## config.mk

```make
export PLATFORM = sky130hd
export DESIGN_NAME = prng_byte_packer
export DESIGN_NICKNAME = d
export VERILOG_FILES = /design/src/rtl/prng_byte_packer.sv
export SDC_FILE = /design/constraint.sdc
export NUM_CORES = 1
export LEC_CHECK = 0
export CORE_MARGIN = 2
export CORE_UTILIZATION = 57
export CTS_BUF_LIST = sky130_fd_sc_hd__clkbuf_2
export DETAILED_ROUTE_END_ITERATION = 8
export PLACE_DENSITY = 0.79
export RECOVER_POWER = 100
export SYNTH_ARGS = -nofsm -noshare
export SYNTH_HDL_FRONTEND = slang
export SYNTH_SLANG_ARGS = --single-unit
```

## constraint.sdc

```tcl
create_clock -name clk -period 6.4 [get_ports clk]
set_clock_uncertainty 0.1 [all_clocks]
set_input_delay 0.96 -clock clk [delete_from_list [all_inputs] [get_ports clk]]
set_output_delay 0.96 -clock clk [all_outputs]
set_load 0.01 [all_outputs]
```

## src/rtl/prng_byte_packer.sv

```systemverilog
// prng_byte_packer: buffers 64-bit words from nlfsr_64 in a small word FIFO
// and serializes them MSB byte first over a valid/ready byte stream.
// Words offered while the FIFO is full are dropped and counted in a
// saturating counter, so captures can be qualified as gap-free or not.
module prng_byte_packer #(
  parameter int DEPTH  = 4,   // word FIFO depth, power of two, >= 2
  parameter int DROP_W = 16   // width of the saturating drop counter
) (
  input  logic                     clk,
  input  logic                     rst,          // async, active-low
  input  logic                     en,
  input  logic [63:0]              prng_in,
  input  logic                     prng_valid,
  output logic [7:0]               byte_out,
  output logic                     byte_valid,
  input  logic                     byte_ready,
  output logic [$clog2(DEPTH):0]   fifo_level,
  output logic [DROP_W-1:0]        drop_count
);

  localparam int PTR_W = $clog2(DEPTH);
  localparam int LVL_W = PTR_W + 1;

  typedef enum logic {
    ST_EMPTY = 1'b0,
    ST_SEND  = 1'b1
  } state_e;

  state_e              state_q, state_d;
  logic [63:0]         shift_q, shift_d;
  logic [2:0]          idx_q, idx_d;
  logic [PTR_W-1:0]    wr_ptr_q, wr_ptr_d;
  logic [PTR_W-1:0]    rd_ptr_q, rd_ptr_d;
  logic [LVL_W-1:0]    level_q, level_d;
  logic [DROP_W-1:0]   drop_q, drop_d;
  logic [63:0]         mem_q [DEPTH];

  logic full, empty, push, drop, pop;

  // Full/empty come from the registered level only, so a pop at the same
  // edge never makes room for a push that arrives while full.
  assign full  = (level_q == LVL_W'(DEPTH));
  assign empty = (level_q == '0);
  assign push  = en & prng_valid & ~full;
  assign drop  = en & prng_valid & full;

  // Shifter FSM: load from FIFO head, emit MSB byte, shift on handshake,
  // and reload on the last byte so consecutive words stream without a bubble.
  always_comb begin
    // NOTE: every signal driven here gets a default first; a path that
    // leaves one unassigned would infer a latch.
    state_d = state_q;
    shift_d = shift_q;
    idx_d   = idx_q;
    pop     = 1'b0;
    unique case (state_q)
      ST_EMPTY: begin
        if (!empty) begin
          pop     = 1'b1;
          shift_d = mem_q[rd_ptr_q];
          idx_d   = 3'd0;
          state_d = ST_SEND;
        end
      end
      ST_SEND: begin
        if (byte_ready) begin
          if (idx_q == 3'd7) begin
            idx_d = 3'd0;
            if (!empty) begin
              pop     = 1'b1;
              shift_d = mem_q[rd_ptr_q];
            end else begin
              state_d = ST_EMPTY;
            end
          end else begin
            shift_d = {shift_q[55:0], 8'h00};
            idx_d   = idx_q + 3'd1;
          end
        end
      end
      default: state_d = ST_EMPTY;
    endcase
  end

  // FIFO pointers, occupancy and drop counter next-state.
  always_comb begin
    wr_ptr_d = push ? wr_ptr_q + PTR_W'(1) : wr_ptr_q;
    rd_ptr_d = pop  ? rd_ptr_q + PTR_W'(1) : rd_ptr_q;
    level_d  = level_q;
    if (push && !pop)      level_d = level_q + LVL_W'(1);
    else if (!push && pop) level_d = level_q - LVL_W'(1);
    drop_d = (drop && !(&drop_q)) ? drop_q + DROP_W'(1) : drop_q;
  end

  // Control and datapath registers.
  always_ff @(posedge clk or negedge rst) begin
    // NOTE: sequential state uses non-blocking assignments so every flop
    // samples its pre-edge inputs, independent of statement order.
    if (!rst) begin
      state_q  <= ST_EMPTY;
      shift_q  <= '0;
      idx_q    <= '0;
      wr_ptr_q <= '0;
      rd_ptr_q <= '0;
      level_q  <= '0;
      drop_q   <= '0;
    end else begin
      state_q  <= state_d;
      shift_q  <= shift_d;
      idx_q    <= idx_d;
      wr_ptr_q <= wr_ptr_d;
      rd_ptr_q <= rd_ptr_d;
      level_q  <= level_d;
      drop_q   <= drop_d;
    end
  end

  // Word storage.
  always_ff @(posedge clk) begin
    // NOTE: the storage array is deliberately not reset; occupancy is
    // tracked by the pointers and level, so stale contents are never read.
    if (push) mem_q[wr_ptr_q] <= prng_in;
  end

  assign byte_valid = (state_q == ST_SEND);
  assign byte_out   = byte_valid ? shift_q[63:56] : 8'h00;
  assign fifo_level = level_q;
  assign drop_count = drop_q;

endmodule

```

==> results.py, run 1 <==
metrics = {
    "worst_hold_path": {
        "hold-path-cell-count": 2,
        "hold_path_class": "flop to flop",
    },
    "drt": {
        "drt_wl_total_um": 25900,
        "top_layer": "met4",
        "dr_wl_met2_um": 13100,
        "dr.first_iter.drc_count": 603,
        "met3_length_um": 2030,
        "ant_nets": 0,
        "via_per_inst": 5.75,
        "drc_errors": 0,
        "wl_per_cell_um": 20.3,
        "dr.pass1.iters": 7,
        "met1Wirelength_um": 10300,
        "num_vias": 7354,
    },
    "power_and_ir_drop": {
        "cellPowerDensity_mw_per_mm2": 392,
        "leakage_nw": 5.51,
        "ir_drop_uv": 173,
        "power_mw": 5.98,
    },
    "timing": {
        "finalCritPeriodShare_pct": 70.9,
        "slew_headroom_pct": -87.9,
        "fin_ws_ps": 1870,
        "finalSetupViolCount": 0,
        "final_hold_viol_count": 0,
        "worstMarginPinSlew_ps": 2820,
        "setup_tns_ps": 0,
        "fmax_mhz": 221,
        "finalCriticalPeriod_ps": 4530,
        "rsz0062_at_grt": "false",
        "slew_viol_final": 261,
    },
    "synth": {
        "synthCells": 746,
        "synthTopCellsByArea": "edfxtp_1 (58%), dfrtp_1 (17%), mux4_2 (11%), nor2_1 (3.4%), o22ai_1 (2.7%)",
        "synth-adder-area-share_pct": 0.901,
        "async_flop_share_pct": 26.2,
        "yosys.area.top_type": "edfxtp_1",
        "synth_seq_cells": 347,
        "yosysWarnings": 0,
        "syn_nets": 824,
        "yosys.area_share.simple_pct": 6.33,
        "netlist_area_mm2": 0.0133,
        "avgSynthCellArea_um2": 17.9,
        "synth_compound_area_share_pct": 4.13,
        "synth-xor-area-share_pct": 1.05,
        "ys_types": 42,
        "synth_edf_count": 256,
        "ys.flop_type": "edfxtp_1",
        "synth_top_area_share_pct": 57.7,
        "synth_top_family_by_area": "multiplexers",
        "ys_seq_area_share_pct": 74.8,
        "synthMuxAreaShare_pct": 11.3,
    },
    "grt": {
        "grt_pass1_vias": 7764,
        "antenna_found_initial": 1,
        "grt_pass1_wl_um": 41200,
        "grt_use_total_pct": 22.1,
        "grt_max_degree": 65,
        "grt-ovfl-total": 0,
    },
    "final_layout": {
        "area_growth_pct": 14.7,
        "final_common_cell": "edfxtp_1",
        "nets": 976,
        "final_cell_mix": "edfxtp_1 (256), clkbuf_2 (128), nor2_1 (119), dfrtp_1 (91), dlygate4sd3_1 (89)",
        "drive_gt1_share_pct": 22.2,
        "final_cells": 1279,
        "fin_area_mm2": 0.0153,
        "fillers": 1487,
    },
    "placement": {
        "place_area_mm2": 0.0146,
        "routabilityCongestion": 0.774,
        "preCtsSetupSlack_ps": 2350,
        "port_buffers": 96,
        "dp.cells": 1126,
        "dp_hpwl_um": 15900,
    },
    "clocking": {
        "cts_setup_buffers": 0,
        "clkTransAtPathRegs_ps": 120,
        "cts_tree": "done",
        "clock-sinks": 347,
        "cts_max_level": 3,
        "insertion_delay_ps": 830,
        "clock_path_buffers": 3,
        "clockRootBuffer": "clkbuf_2",
        "cts-buffers-inserted": 82,
        "cts_resized": 0,
    },
    "setup_path": {
        "criticalPathCategory": "input pin to flop",
        "reg2reg_depth": 4,
        "cp-end-kind": "flop",
        "arrival_ps": 4860,
        "critPathMaxFanout": 35,
        "worstPathRequired_ps": 6720,
        "startpoint_type": "input pin",
    },
    "floorplanning": {
        "core_area_mm2": 0.0228,
        "die_h_um": 157,
        "std_cell_rows": 55,
        "pin_count": 97,
        "dieArea_mm2": 0.0246,
        "start_util_pct": 58.5,
        "fp.dieW_um": 157,
    },
    "job": {
        "cap_violations": 8,
    },
    "status": {
        "outcome": "complete, but fails checks",
        "violations": "max-capacitance violations, max-slew violations",
    },
}
layer usage:
metal | track usage, % | up-vias
li1 | - | 3282
met1 | 29.7 | 3686
met2 | 36.4 | 340
met3 | 4.68 | 46
met4 | 7.99 | 0
met5 | 0 | -
synthesized netlist by cell type (9+ instances only):
master and instances:
nor2_1 119, buf_2 18, mux4_2 64, clkbuf_1 16, and2_1 16, edfxtp_1 256, dfrtp_1 91, xor2_1 9
o22ai_1 58, nand2_1 12
report_power, final:
part | internal (mW) | switching (mW) | total [mW]
Sequential | 2.82 | 0.269 | 3.09
Clock | 0.566 | 0.822 | 1.39
Combinational | 0.756 | 0.746 | 1.50
layout make-up:
| class | count | area [um2] | share of cell area [%] |
|---|---|---|---|
| clock buffer | 127 | 636 | 4.16 |
| timing repair buffer | 105 | 1010 | 6.62 |
| inverter | 5 | 18.8 | 0.123 |
| antenna | 1 | 2.50 | 0.0164 |
| multi-input combinational | 357 | 3130 | 20.5 |
| sequential | 347 | 9960 | 65.2 |
| clock inverter | 24 | 123 | 0.802 |
| tap | 313 | 392 | 2.56 |
metrics by stage:
stage / util, % / hold slack [ps]
after floorplan: - / 373
after global placement: 63.9 / 390
after detailed placement: 63.9 / 396
after CTS: 67.3 / 401
after global routing: 67.1 / 440
final: 67.1 / 404
registers in the layout (all words and copies together) (netlist names):
signal / flops
mem_q: 256
rd_ptr_q: 2
shift_q: 64
idx_q: 3
fifo_level: 3
drop_count: 16
byte_valid: 1
wr_ptr_q: 2
critical path, cell delays in order:
cell	delay, ps
dlygate4sd3_1	570
nand2_1	100
nor2_1	410
and2_0	2120
buf_4	660
cells by family (layout without fill, tap and decap cells):
logic type / Yosys count / after routing
DFF: 347 / 347
and+or+nand+nor: 180 / 180
AOI/OAI and AO/OA: 82 / 82
muxes: 70 / 70
buffers and inverters: 42 / 261
xor gates and xnor gates: 16 / 16
adders and majority gates: 9 / 9
other: 0 / 1
what timing repair did:
item	4_1_cts	5_1_grt
setup endpoints to repair	0	0
hold endpoints to repair	27	0
hold buffers	1	0
path summary, 6_finish.rpt:
| path | from | to | slack (ps) |
|---|---|---|---|
| worst min register to register | shift_q[17]$_DFFE_PN0P_ | shift_q[25]$_DFFE_PN0P_ | 400 |
| max in group asynchronous | rst | drop_count[6]$_DFFE_PN0P_ | 3610 |
| worst max-delay path | prng_valid | mem_q[0][36]$_DFFE_PP_ | 1870 |
| worst max register to register | fifo_level[2]$_DFFE_PN0P_ | mem_q[0][36]$_DFFE_PP_ | 2020 |
| min in group asynchronous | rst | shift_q[50]$_DFFE_PN0P_ | 960 |
| worst min-delay path | shift_q[17]$_DFFE_PN0P_ | shift_q[25]$_DFFE_PN0P_ | 400 |
Note: power is estimated with default switching activity, not from simulation.
==> inputs of run 2 (changes only) <==
clock period = 4.7 ns   (was 6.4 ns; I/O delays follow)
==> run 2 against run 1 <==
The run still ends with max-capacitance violations, max-slew violations left. Worst hold slack worse by 16 ps. Via count is 0.92% higher. Setup slack worse by 460 ps. Sequential share of layout area is 0.17 points lower. First-iteration DRC count is 9.6% lower. Flip-flop and latch count stayed put. Critical path type is now flop to flop. Largest cell class unchanged. Highest routed layer unchanged.
==> results.py, run 2 (synthesis gave the netlist of run 1 again) <==
metrics = {
    "status": {
        "outcome": "complete, but fails checks",
        "violations": "max-capacitance violations, max-slew violations",
    },
    "final_layout": {
        "largest_reg_flops": 256,
        "drive_gt1_share_pct": 23.7,
        "fin_util_pct": 67.3,
        "final_common_cell": "edfxtp_1",
        "largest_register": "mem_q",
        "nets": 981,
        "area_growth_pct": 15.0,
        "final_cells": 1284,
        "final_cell_mix": "edfxtp_1 (256), clkbuf_2 (137), nor2_1 (119), dfrtp_1 (90), dlygate4sd3_1 (89)",
    },
    "drt": {
        "dr.first_iter.drc_count": 545,
        "dr.pass1.iters": 5,
        "ant_nets": 0,
        "drt_wl_total_um": 26000,
        "num_vias": 7422,
        "wl_per_cell_um": 20.3,
        "via_per_inst": 5.78,
        "drc_errors": 0,
    },
    "clocking": {
        "clockRootBuffer": "clkbuf_2",
        "cts_setup_buffers": 0,
        "clock_path_buffers": 3,
        "cts_resized": 0,
        "cts-buffers-inserted": 83,
        "insertion_delay_ps": 860,
        "cts_max_level": 3,
        "cts_tree": "done",
        "clkTransAtPathRegs_ps": 120,
        "cts_hold_buffers": 1,
        "clock-sinks": 347,
    },
    "grt": {
        "grt_pass1_wl_um": 40800,
        "grt_max_degree": 65,
        "grt_use_total_pct": 22.1,
        "grt-ovfl-total": 0,
        "antenna_found_initial": 1,
        "grt_pass1_vias": 7797,
    },
    "power_and_ir_drop": {
        "cellPowerDensity_mw_per_mm2": 532,
        "leakage_nw": 5.55,
        "ir_drop_uv": 250,
        "power_mw": 8.15,
    },
    "setup_path": {
        "reg2reg_depth": 3,
        "startpoint_type": "flop",
        "cp_slowest_stage_delay_ps": 1950,
        "worstPathRequired_ps": 5300,
        "arrival_ps": 3890,
        "crit_chain": "buf_4 -> mux4_2 -> a22o_1",
        "cp-end-kind": "flop",
        "criticalPathCategory": "flop to flop",
        "cp_slowest_cell": "dfrtp_1",
        "critPathMaxFanout": 47,
    },
    "timing": {
        "final_hold_viol_count": 0,
        "finalCriticalPeriod_ps": 3290,
        "fmax_mhz": 304,
        "finalCritPeriodShare_pct": 70.0,
        "finalSetupViolCount": 0,
        "slew_viol_final": 275,
        "slew_headroom_pct": -56.6,
        "worstMarginPinSlew_ps": 2350,
        "setup_tns_ps": 0,
        "rsz0062_at_grt": "false",
    },
    "placement": {
        "port_buffers": 96,
        "dp.cells": 1130,
        "dp_hpwl_um": 15600,
        "routabilityCongestion": 0.794,
    },
    "floorplanning": {
        "pin_count": 97,
        "core_area_mm2": 0.0228,
        "fp.dieW_um": 157,
        "std_cell_rows": 55,
        "dieArea_mm2": 0.0246,
        "start_util_pct": 58.5,
        "die_h_um": 157,
    },
    "job": {
        "cap_violations": 5,
    },
    "worst_hold_path": {
        "hold_path_class": "input pin to async pin",
    },
}
-- run 2: changes by cell type in the layout (fill, tap and decap cells not counted), sizes merged --
| cell | before | now |
|---|---|---|
| buf | 4 | 6 |
| clkbuf | 132 | 140 |
| clkinv | 23 | 18 |
-- run 2: report_power, final --
| group | switching (mW) | total, mW | internal [mW] |
|---|---|---|---|
| Combinational | 0.899 | 1.92 | 1.02 |
| Clock | 1.13 | 1.93 | 0.799 |
| Sequential | 0.447 | 4.30 | 3.85 |
| Total | 2.48 | 8.15 | 5.67 |
-- run 2: layout make-up --
type	instances	area (um2)
Timing Repair Buffer	109	1040
Fill cell	1524	7450
Multi-Input combinational cell	357	3140
Antenna cell	1	2.50
Clock buffer	133	666
Tap cell	313	392
Sequential cell	347	9970
Inverter	5	18.8
Clock inverter	19	106
-- run 2: critical path: cells and delay by family, from the launching register on --
| family | cells | cell delay, ps |
|---|---|---|
| buffers and inverters | 1 | 520 |
| flip-flops | 1 | 1950 |
| multiplexers | 1 | 380 |
| AO/OA/AOI/OAI | 1 | 210 |
-- run 2: path summary, 6_finish.rpt --
path / end / slack, ps / start
max in group asynchronous: shift_q[13]$_DFFE_PN0P_ / 1890 / rst
worst min register to register: shift_q[45]$_DFFE_PN0P_ / 410 / shift_q[37]$_DFFE_PN0P_
min in group clk: shift_q[45]$_DFFE_PN0P_ / 410 / shift_q[37]$_DFFE_PN0P_
worst min-delay path: shift_q[29]$_DFFE_PN0P_ / 390 / rst
worst max register to register: shift_q[6]$_DFFE_PN0P_ / 1410 / rd_ptr_q[1]$_DFFE_PN0P_
worst max-delay path: shift_q[6]$_DFFE_PN0P_ / 1410 / rd_ptr_q[1]$_DFFE_PN0P_
-- run 2: stage by stage --
step	hold slack, ps	area [um2]	setup WS (ps)
final	389	15300	1410
after global routing	404	15300	1180
after CTS	319	15400	1710
after detailed placement	396	14600	1250
after global placement	389	14600	1370
after floorplan	309	13300	1500
-- run 2: layer usage --
layer / GRT usage, % / up-vias / wire length (um)
met5: 0 / - / 0
met4: 9.17 / 0 / 603
met3: 4.82 / 43 / 1910
met2: 35.9 / 346 / 12800
met1: 29.3 / 3746 / 10600
li1: - / 3287 / -
